## config.mk

```make
export PLATFORM = sky130hd
export DESIGN_NAME = rd_responder
export DESIGN_NICKNAME = d
export VERILOG_FILES = /design/src/rtl/rd_responder.sv
export SDC_FILE = /design/constraint.sdc
export NUM_CORES = 1
export LEC_CHECK = 0
export BUFFER_PORTS_ARGS = -buffer_cell sky130_fd_sc_hd__buf_2
export CORE_MARGIN = 4
export CORE_UTILIZATION = 46
export CTS_BUF_LIST = sky130_fd_sc_hd__clkbuf_16
export CTS_CLUSTER_SIZE = 30
export DETAILED_ROUTE_END_ITERATION = 16
export SYNTH_ARGS = -nofsm -noshare
export SYNTH_HDL_FRONTEND = slang
export SYNTH_SLANG_ARGS = --single-unit
```

## constraint.sdc

```tcl
create_clock -name clk -period 2.4 [get_ports clk]
set_input_delay 0.48 -clock clk [delete_from_list [all_inputs] [get_ports clk]]
set_output_delay 0.48 -clock clk [all_outputs]
set_load 0.05 [all_outputs]
```

## src/rtl/rd_responder.sv

```systemverilog
// ============================================================================
// Module      : rd_responder
// Description : Read-strobe responder. Checks address hold, returns register
//               file data after a fixed latency and flags protocol violations.
// Revision    : 1.0 - initial release
// ============================================================================
`default_nettype none

module rd_responder #(
  parameter int              AW       = 8,
  parameter int              DW       = 8,
  parameter int              DEPTH    = 16,
  parameter int              LAT      = 1,
  parameter logic [DW-1:0]   INIT_KEY = DW'(8'h5A)
) (
  input  logic          clk,
  input  logic          rst_n,
  input  logic          rd,
  input  logic [AW-1:0] addr,
  input  logic          wr,
  input  logic [AW-1:0] waddr,
  input  logic [DW-1:0] wdata,
  output logic          rvalid,
  output logic [DW-1:0] rdata,
  output logic          rerr,
  output logic          proto_err,
  output logic [AW-1:0] err_addr,
  output logic          busy
);

  localparam int             c_IW     = $clog2(DEPTH);
  localparam logic [AW:0]    c_DEPTH  = (AW+1)'(DEPTH);
  localparam logic [3:0]     c_LAT_M1 = 4'(LAT - 1);

  typedef enum logic [1:0] {
    S_IDLE = 2'd0,
    S_HOLD = 2'd1,
    S_WAIT = 2'd2,
    S_RESP = 2'd3
  } state_t;

  function automatic logic [DW-1:0] init_word(input int idx);
    return DW'(idx) ^ INIT_KEY;
  endfunction

  logic [DW-1:0] r_mem [DEPTH];

  state_t        r_state;
  logic [3:0]    r_cnt;
  logic          r_rd_q;
  logic [AW-1:0] r_cap_addr;
  logic [DW-1:0] r_cap_data;
  logic          r_cap_rerr;
  logic          r_rvalid;
  logic [DW-1:0] r_rdata;
  logic          r_rerr;
  logic          r_proto_err;
  logic [AW-1:0] r_err_addr;

  state_t        w_state_nxt;
  logic [3:0]    w_cnt_nxt;
  logic          w_cap_en;
  logic          w_rvalid_nxt;
  logic [DW-1:0] w_rdata_nxt;
  logic          w_rerr_nxt;
  logic          w_proto_nxt;
  logic [AW-1:0] w_err_addr_nxt;

  logic          w_rise;
  logic          w_rd_ok;
  logic          w_wr_ok;
  logic [DW-1:0] w_rd_word;

  assign w_rise    = rd & ~r_rd_q;
  assign w_rd_ok   = ({1'b0, addr}  < c_DEPTH);
  assign w_wr_ok   = ({1'b0, waddr} < c_DEPTH);
  assign w_rd_word = w_rd_ok ? r_mem[addr[c_IW-1:0]] : '0;

  // Storage: reads in the capture path see the pre-write contents of this edge
  always_ff @(posedge clk or negedge rst_n) begin
    if (!rst_n) begin
      for (int i = 0; i < DEPTH; i++) begin
        r_mem[i] <= init_word(i);
      end
    end else if (wr && w_wr_ok) begin
      r_mem[waddr[c_IW-1:0]] <= wdata;
    end
  end

  always_comb begin
    w_state_nxt    = r_state;
    w_cnt_nxt      = r_cnt;
    w_cap_en       = 1'b0;
    w_rvalid_nxt   = 1'b0;
    w_rdata_nxt    = r_rdata;
    w_rerr_nxt     = 1'b0;
    w_proto_nxt    = 1'b0;
    w_err_addr_nxt = r_err_addr;

    // A new request while a transaction is in flight is reported and dropped
    if (w_rise && (r_state != S_IDLE)) begin
      w_proto_nxt    = 1'b1;
      w_err_addr_nxt = addr;
    end

    case (r_state)
      S_IDLE: begin
        if (w_rise) begin
          w_cap_en    = 1'b1;
          w_state_nxt = S_HOLD;
        end
      end
      S_HOLD: begin
        if (rd && (addr == r_cap_addr)) begin
          if (LAT == 1) begin
            w_state_nxt = S_RESP;
          end else begin
            w_state_nxt = S_WAIT;
            w_cnt_nxt   = c_LAT_M1;
          end
        end else begin
          w_proto_nxt    = 1'b1;
          w_err_addr_nxt = r_cap_addr;
          w_state_nxt    = S_IDLE;
        end
      end
      S_WAIT: begin
        w_cnt_nxt = r_cnt - 4'd1;
        if (r_cnt == 4'd1) begin
          w_state_nxt = S_RESP;
        end
      end
      S_RESP: begin
        w_rvalid_nxt = 1'b1;
        w_rdata_nxt  = r_cap_data;
        w_rerr_nxt   = r_cap_rerr;
        w_state_nxt  = S_IDLE;
      end
      default: begin
        w_state_nxt = S_IDLE;
      end
    endcase
  end

  always_ff @(posedge clk or negedge rst_n) begin
    if (!rst_n) begin
      r_state     <= S_IDLE;
      r_cnt       <= 4'd0;
      r_rd_q      <= 1'b0;
      r_cap_addr  <= '0;
      r_cap_data  <= '0;
      r_cap_rerr  <= 1'b0;
      r_rvalid    <= 1'b0;
      r_rdata     <= '0;
      r_rerr      <= 1'b0;
      r_proto_err <= 1'b0;
      r_err_addr  <= '0;
    end else begin
      r_state     <= w_state_nxt;
      r_cnt       <= w_cnt_nxt;
      r_rd_q      <= rd;
      r_rvalid    <= w_rvalid_nxt;
      r_rdata     <= w_rdata_nxt;
      r_rerr      <= w_rerr_nxt;
      r_proto_err <= w_proto_nxt;
      r_err_addr  <= w_err_addr_nxt;
      if (w_cap_en) begin
        r_cap_addr <= addr;
        r_cap_data <= w_rd_word;
        r_cap_rerr <= ~w_rd_ok;
      end
    end
  end

  assign rvalid    = r_rvalid;
  assign rdata     = r_rdata;
  assign rerr      = r_rerr;
  assign proto_err = r_proto_err;
  assign err_addr  = r_err_addr;
  assign busy      = (r_state != S_IDLE);

endmodule

`default_nettype wire

```

# Yosys cells after proc, flatten, opt, wreduce, memory -nomap -nowiden
# Index checks and enable logic that the tools add are counted.
# classes
n_addsub	1
magnitude_cmp	5
eq_ne	7
mux	21
bitwise_logic	5
n_reduce_logical	7
# op_table
op	n
bitwise mux 128 bit	1
two-way mux 8 bit	7
binary-select mux 8 bit (select 4 bit)	1
demux 8 bit (select 4 bit)	1
< comparator 8 x 5 -> 1 bit (second input constant)	2
greater-or-equal comparator 5 bit (second input constant)	2
NOT 4 -> 5 bit	2
equality test 8 bit	1
case mux 2 bit (4 select lines)	1
two-way mux 1 bit	7
two-way mux 2 bit	3
< comparator 5 x 1 -> 1 bit (second input constant)	1
equality test 2 bit (second input constant)	2
equality test 4 x 1 -> 1 bit (second input constant)	1
logical AND 1 bit	4
!= test 2 bit (second input constant)	2
subtractor 4 x 1 -> 4 bit (second input constant)	1
equality test 2 x 1 -> 1 bit (second input constant)	1
zero test 2 bit	1
NOT 1 bit	2
AND reduction 2 bit	1
nonzero test 2 bit	1
bitwise AND 1 bit	1
# totals
regBits	171
output_inout_bits	20

# Depth between registers and ports, before layout
# Gate-level depths: netlist of the first run.
# depth
word_depth	6
depth_mapped	8
depth_no_buf	5

# Worst setup path after synthesis of the first run
# OpenSTA, ideal clock, no wires.
# synth_timing
path_kind	in2reg
start	input waddr[4]
end	register r_mem[33] (netlist bit)
t_arrival_ps	2054
required_ps	2275
path_slack_ps	221
path_stages	4
path_buffers	0
path_cell_list	or4b_4 -> nand4bb_4 -> nor3b_4 -> mux2_2
# synth_between
elab_chain_len	2
# synth_rtl
item	line	source
from (decl)	21	input logic [AW-1:0] waddr,
< comparator 8 x 5 -> 1 bit	76	assign w_wr_ok = ({1'b0, waddr} < c_DEPTH);
logical AND 1 bit	85	end else if (wr && w_wr_ok) begin
to (signal, indexed assignment)	83	r_mem[i] <= init_word(i);
to (signal, indexed assignment)	86	r_mem[waddr[c_IW-1:0]] <= wdata;
to (decl)	46	logic [DW-1:0] r_mem [DEPTH];
# Every way passes these cells.
# A chain may end at the register's enable or synchronous reset.

# Worst setup path in the final report of the first run
# layout_timing
start	input waddr[4]
end	register r_mem[37] (netlist bit)
# Same word-level chain as after synthesis.

==> summary.txt, run 1 <==
Outcome: completed
Buffer and inverter count on the worst path: 2
Layout Cell Area excl Fill: 0.009066 mm2
Clock root buffer: clkbuf_16
Distinct cells, synth: 38
CP top delay family: simple AND/OR/NAND/NOR gates
Crit Path Max Fanout: 8
Share of cells above drive strength 1: 56.46%
CTS HTree Levels: 4
CTS tree: done
Crit path to: r_mem[37]
Vias in the first global route: 4924
Critical path type: primary input to register
CTS max path bufs: 2
Clk sink count: 171
R2r setup slk: 600 ps
Max Freq: 524.6 MHz
Critical path required time: 2700 ps
Pwr dens: 737.8 mW/mm2
Setup TNS: 0 ps
Post-CTS setup buffers: 0
Die area: 0.01905 mm2
Slowest cell delay on critical path: 570 ps
IO Count: 48
Commonest cells after routing, fill and taps aside: mux2_2 (134), dfrtp_1 (107), dfstp_2 (64)
Row count: 47
Die height: 138.0 um
Detail Placement HPWL: 11.49 mm
Area Overhead vs Synth: 16.59%
Tcrit/Tclk final: 79.43%
Nets: 621
Hold_buf cts: 0
RSZ-0062 raised after global routing: no
Most common cell after layout, fill and taps aside: mux2_2
Critical path origin: waddr[4]
Pin count of the biggest net entering global routing: 59
Worst Reg-to-Reg Cells: 5
Fillers: 1400
Initial drt markers: 235
Peak supply drop: 557.1 uV
Relative slew slack: 62.70%
Placer's final routability congestion estimate: 0.7527
Vias post-DR: 4543
Clk Latency, worst-skew pair: 420 ps
Pleak: 4.174 nW
GRT overflow: 0
YS warnings: 0
Synth Net Count: 555
Cell at the slowest stage of the critical path: or4b_4
Number of synthesized flops with an enable pin: 0
Crit end category: register
Seq/Total Area, Yosys: 56.06%
Worst clock skew: 7.074 ps
CTS buffer count: 17
Antenna violations before repair: 0
Reg clk slew, reported paths: 60 ps
# DRC: 0
Crit Reg-Reg Startpoint: r_state[0]
Initial core utilization: 46.89%
Tot Pwr: 6.689 mW
# diodes: 0
CP Depth: 6
Reg2reg end: r_cap_data[6]
Worst Max-Slew Pin Slew: 559.5 ps
Hold crit path type: primary input to asynchronous set/reset pin
Yosys reg bits: 171
Fin. Hold Viols: 0
WL/cell: 20.11 um
Critical path data arrival time: 2210 ps
Sequential Area: 0.004359 mm2
Final min period: 1906 ps
Worst Setup Start Kind: primary input
Chip Width: 138.0 um
Post-synth ARST share: 100.0%
GRT Total Usage: 18.61%
Max-slew violations: 0
Multi-input gate area: 0.003272 mm2
Hold slack: 24.55 ps
# resized after CTS: 0
Final WL: 16.57 mm
Syn Inst Count: 525
Drt via density: 5.513
Worst path cell trace: buf_2 > or4b_4 > nand4bb_4 > nor3b_4 > buf_12 > mux2_2
Drt pass-1 iters: 4
IO buf count: 47
Max-Cap Viols: 0
Detail Route Antenna Nets: 0
Top FF cell, synth: dfrtp_1
First-pass GRT wire length: 27.72 mm
Netlist Area Pre-Place: 0.007776 mm2
Final setup viols: 0
Core ar.: 0.01658 mm2
Avg Cell Area, Syn: 14.81 um2
Placed cell area: 0.008521 mm2
-- worst min path at each step --
stage / from / endpoint / slack, ps / cells after the start
floorplan: rst_n / err_addr[0] / 180 / 0
finish: rst_n / err_addr[4] / 20 / 1
CTS: rst_n / r_cap_addr[4] / 30 / 1
global placement: r_cnt[3] / r_cnt[3] / 460 / 1
detailed placement: r_cnt[3] / r_cnt[3] / 470 / 1
global route: rst_n / err_addr[4] / 50 / 1
-- Yosys cell counts (2+ instances only) --
| library cell | n | share of area [%] |
|---|---|---|
| mux2i_1 | 24 | 3.1 |
| ha_1 | 2 | 0.32 |
| buf_2 | 8 | 0.51 |
| dfrtp_1 | 107 | 34 |
| and3_1 | 3 | 0.24 |
| o21ai_0 | 3 | 0.19 |
| nand3_1 | 3 | 0.19 |
| mux2_2 | 134 | 19 |
| mux2_1 | 2 | 0.29 |
| o221ai_1 | 8 | 0.90 |
| nor4_1 | 4 | 0.32 |
| dfstp_2 | 64 | 22 |
| mux4_2 | 32 | 9.3 |
| clkbuf_1 | 21 | 1.0 |
| nor3_1 | 2 | 0.13 |
| nand2b_1 | 3 | 0.24 |
| a22oi_1 | 8 | 0.77 |
| nand2_1 | 45 | 2.2 |
| nor2b_1 | 3 | 0.24 |
| xor2_1 | 10 | 1.1 |
| nor2_1 | 15 | 0.72 |
| nor4b_2 | 2 | 0.39 |
| inv_1 | 6 | 0.29 |
| or2_2 | 2 | 0.16 |
-- per-layer routing --
| metal | routed length [um] | track usage, % | vias to the layer above |
|---|---|---|---|
| li1 | - | - | 2055 |
| met1 | 7600 | 25.92 | 2395 |
| met2 | 8263 | 29.93 | 71 |
| met3 | 467 | 3.695 | 22 |
| met4 | 238 | 5.512 | 0 |
| met5 | 0 | 0 | - |
-- through the flow --
stage          setup slack (ps)  util (%)  cells
6_report                  493.7     54.67    824
5_1_grt                   423.7     54.67    824
4_1_cts                   498.4     54.67    824
3_5_place_dp              47.09     51.38    792
3_3_place_gp              80.23     51.38    792
2_1_floorplan             221.2         -    525
-- logic make-up (layout without fill, tap and decap cells) --
group,after synthesis,after routing,synth area share [%]
mux,192,192,32.05
simple gates,90,90,6.243
buf+inv,36,115,1.866
fa+ha+maj,2,2,0.3218
compound gates,23,23,2.220
flops,171,171,56.06
xor+xnor,11,11,1.239
-- registers in the layout, summed over array words and instances, names as in the netlist --
| signal | flops |
|---|---|
| r_mem | 128 |
| err_addr | 8 |
| r_cap_addr | 8 |
| r_cap_data | 8 |
| rdata | 8 |
| r_cnt | 4 |
| r_state | 2 |
| proto_err | 1 |
| r_cap_rerr | 1 |
| r_rd_q | 1 |
| rerr | 1 |
| rvalid | 1 |
-- where the power goes --
| part | switching, mW | internal, mW |
|---|---|---|
| sequential | 0.142 | 3.14 |
| combinational | 0.507 | 0.335 |
| clock | 1.07 | 1.50 |
| total | 1.71 | 4.97 |
-- final cells by class --
| class | count | share of cell area, % |
|---|---|---|
| clock buffers | 17 | 4.692 |
| inverters | 6 | 0.2484 |
| repair buffers | 77 | 6.528 |
| flip-flops and latches | 171 | 48.08 |
| well taps | 220 | 3.036 |
| multi-input cells | 318 | 36.09 |
| clock inverters | 15 | 1.325 |
-- worst register-to-register path: cells and delay by family, from the launching register on --
kind / cells / cell delay, ps
AND/OR/NAND/NOR: 3 / 800
AO/OA/AOI/OAI: 1 / 240
buffers and inverters: 1 / 230
flip-flops: 1 / 430
Power figures use the tool's default switching activity.
==> run 2, diff against run 1 <==
--- a/config.mk
+++ b/config.mk
@@ -11,6 +11,7 @@
 export CTS_BUF_LIST = sky130_fd_sc_hd__clkbuf_16
 export CTS_CLUSTER_SIZE = 30
 export DETAILED_ROUTE_END_ITERATION = 16
+export PLACE_DENSITY = 0.66
 export SYNTH_ARGS = -nofsm -noshare
 export SYNTH_HDL_FRONTEND = slang
 export SYNTH_SLANG_ARGS = --single-unit
==> constraint.sdc (replaced) <==
create_clock -name clk -period 1.7 [get_ports clk]
set_input_delay 0.34 -clock clk [delete_from_list [all_inputs] [get_ports clk]]
set_output_delay 0.34 -clock clk [all_outputs]
set_load 0.05 [all_outputs]
==> summary.txt, run 2 (synthesis results as in run 1) <==
Hold crit path type: primary input to register
Detail Route Antenna Nets: 0 (unchanged)
CTS buffer count: 17 (unchanged)
Drt via density: 5.486 (-0.50%)
Tcrit/Tclk final: 101.4%
Gate power share: 13.1% (+0.5 points)
Failing checks: setup timing
Final Core Density: 57.92% (+3.3 points)
Vias in the first global route: 5107 (+3.7%)
# diodes: 0 (unchanged)
Placed cell count: 813 (+2.7%)
Sw Share: 25.34% (-0.29 points)
RSZ-0062 raised after global routing: yes
Chip Width: 138.0 um (unchanged)
Final setup viols: 13 (+13)
Fin worst setup slack: -23.80 ps (-517.5 ps)
Die height: 138.0 um (unchanged)
Placer's final routability congestion estimate: 0.7634 (+1.4%)
Area Overhead vs Synth: 23.52%
Number of flip-flops in the largest register: 128 (unchanged)
Commonest cells after routing, fill and taps aside: dfrtp_1 (106), mux2_2 (102), dfstp_2 (64)
Final WL: 17.02 mm (+2.7%)
Worst Setup Start Kind: primary input
Drt pass-1 iters: 4 (unchanged)
Share of cells above drive strength 1: 60.86% (+4.4 points)
Pwr dens: 1034 mW/mm2 (+40%)
Most common cell after layout, fill and taps aside: dfrtp_1
Critical path data arrival time: 2030 ps (-180 ps)
Clock Power Share: 40.1% (+1.8 points)
Outcome: finished with violations
Crit Path Max Fanout: 8 (unchanged)
Hold Path Stages: 1
CTS tree: done
Core ar.: 0.01658 mm2 (unchanged)
Critical path origin: waddr[4]
Largest Register: r_mem
Net switching power: 2.518 mW (+47%)
P_int: 7.418 mW (+49%)
Clk sink count: 171 (unchanged)
Initial core utilization: 46.89% (unchanged)
WL/cell: 20.12 um (about the same)
Worst Reg-to-Reg Cells: 4 (-1)
# DRC: 0 (unchanged)
Critical path required time: 2000 ps (-700 ps)
Worst Max-Slew Pin Slew: 557.1 ps (-2.454 ps)
Vias post-DR: 4641 (+2.2%)
CTS HTree Levels: 4 (unchanged)
Crit end category: register
Setup TNS: -145.2 ps (-145.2 ps)
Die area: 0.01905 mm2 (unchanged)
GRT Total Usage: 18.65% (+0.044 points)
Relative slew slack: 62.82% (+0.12 points)
IO Count: 48 (unchanged)
Crit Reg-Reg Startpoint: r_state[0]
Reg clk slew, reported paths: 60 ps (about the same)
CTS max path bufs: 2 (unchanged)
Critical path type: primary input to register
Initial drt markers: 184 (-22%)
Clk Latency, worst-skew pair: 420 ps (about the same)
Pin count of the biggest net entering global routing: 40 (-32%)
Layout Cells excl Fill: 846 (+2.7%)
Pleak: 4.398 nW (+5.4%)
Final min period: 1724 ps
Hold slack: 89.22 ps (+64.67 ps)
Worst clock skew: 10.53 ps (+3.454 ps)
Reg power frac: 46.8% (-2.3 points)
Hold path startpoint: rd
Fin. Hold Viols: 0 (unchanged)
First-pass GRT wire length: 28.08 mm (+1.3%)
GRT overflow: 0 (unchanged)
Detail Placement HPWL: 11.81 mm (+2.8%)
Nets: 643 (+3.5%)
Row count: 47 (unchanged)
Max Freq: 580.1 MHz
Clock root buffer: clkbuf_16
Max-slew violations: 0 (unchanged)
Antenna violations before repair: 0 (unchanged)
Peak supply drop: 813.6 uV (+46%)
IO buf count: 47 (unchanged)
Max-Cap Viols: 0 (unchanged)
## run 2: cell types whose count changed in the layout (fill, tap and decap cells not counted), sizes merged
| cell | change |
|---|---|
| inv | -4 |
| clkinv | +1 |
| bufinv | +2 |
| clkinvlp | +1 |
| dlygate4sd3 | +1 |
| buf | +21 |
## run 2: path summary, 6_finish.rpt
kind,to,slack [ps]
min in group asynchronous,r_cap_addr[6],400
worst max-delay path,r_mem[35],-20
worst min register to register,r_cap_data[3],490
worst max register to register,r_cap_data[6],140
max in group asynchronous,r_mem[44],620
worst min-delay path,r_rd_q,90
## run 2: stage by stage
step	instance area, um2	setup WS (ps)	power (mW)
3_5_place_dp	8850	-516.4	6.001
3_3_place_gp	8850	-483.5	5.920
4_1_cts	9543	-24.96	10.01
2_1_floorplan	7846	-330.6	5.504
5_1_grt	9605	-55.22	10.34
6_report	9605	-23.80	9.936
## run 2: final cells by class
class	count	area (um2)
sequential	171	4360
inverter	6	25.02
fill	1324	6978
multi-input combinational	318	3461
clock buffer	17	425.4
clock inverter	15	181.4
tap	220	275.3
timing repair buffer	99	877.1
## run 2: repair_timing
item / CTS / global route
setup endpoints to repair: 34 / 62
pin swaps: 1 / 3
hold endpoints to repair: 24 / 0
resized for setup: 22 / 15
buffers inserted: 1 / 0
hold buffers: 1 / 0
## run 2: critical path, stage by stage
cell and delay (ps):
buf_6 90, or4b_4 570, nand4bb_4 320, nor3b_4 240, buf_12 170, mux2_4 300
## run 2: power by group through the flow
stage / sequential (mW) / clock, mW / combinational, mW
6_report: 4.65 / 3.99 / 1.30
5_1_grt: 4.68 / 4.24 / 1.42
3_3_place_gp: 4.68 / 0 / 1.24
2_1_floorplan: 4.87 / 0 / 0.630
4_1_cts: 4.64 / 4.05 / 1.31
3_5_place_dp: 4.71 / 0 / 1.29
## run 2: metal layers
layer	vias to the layer above	routed length, um	global-route usage, %
li1	2105	-	-
met1	2443	7801	25.63
met2	76	8552	30.76
met3	17	451	3.177
met4	0	218	5.616
met5	-	0	0
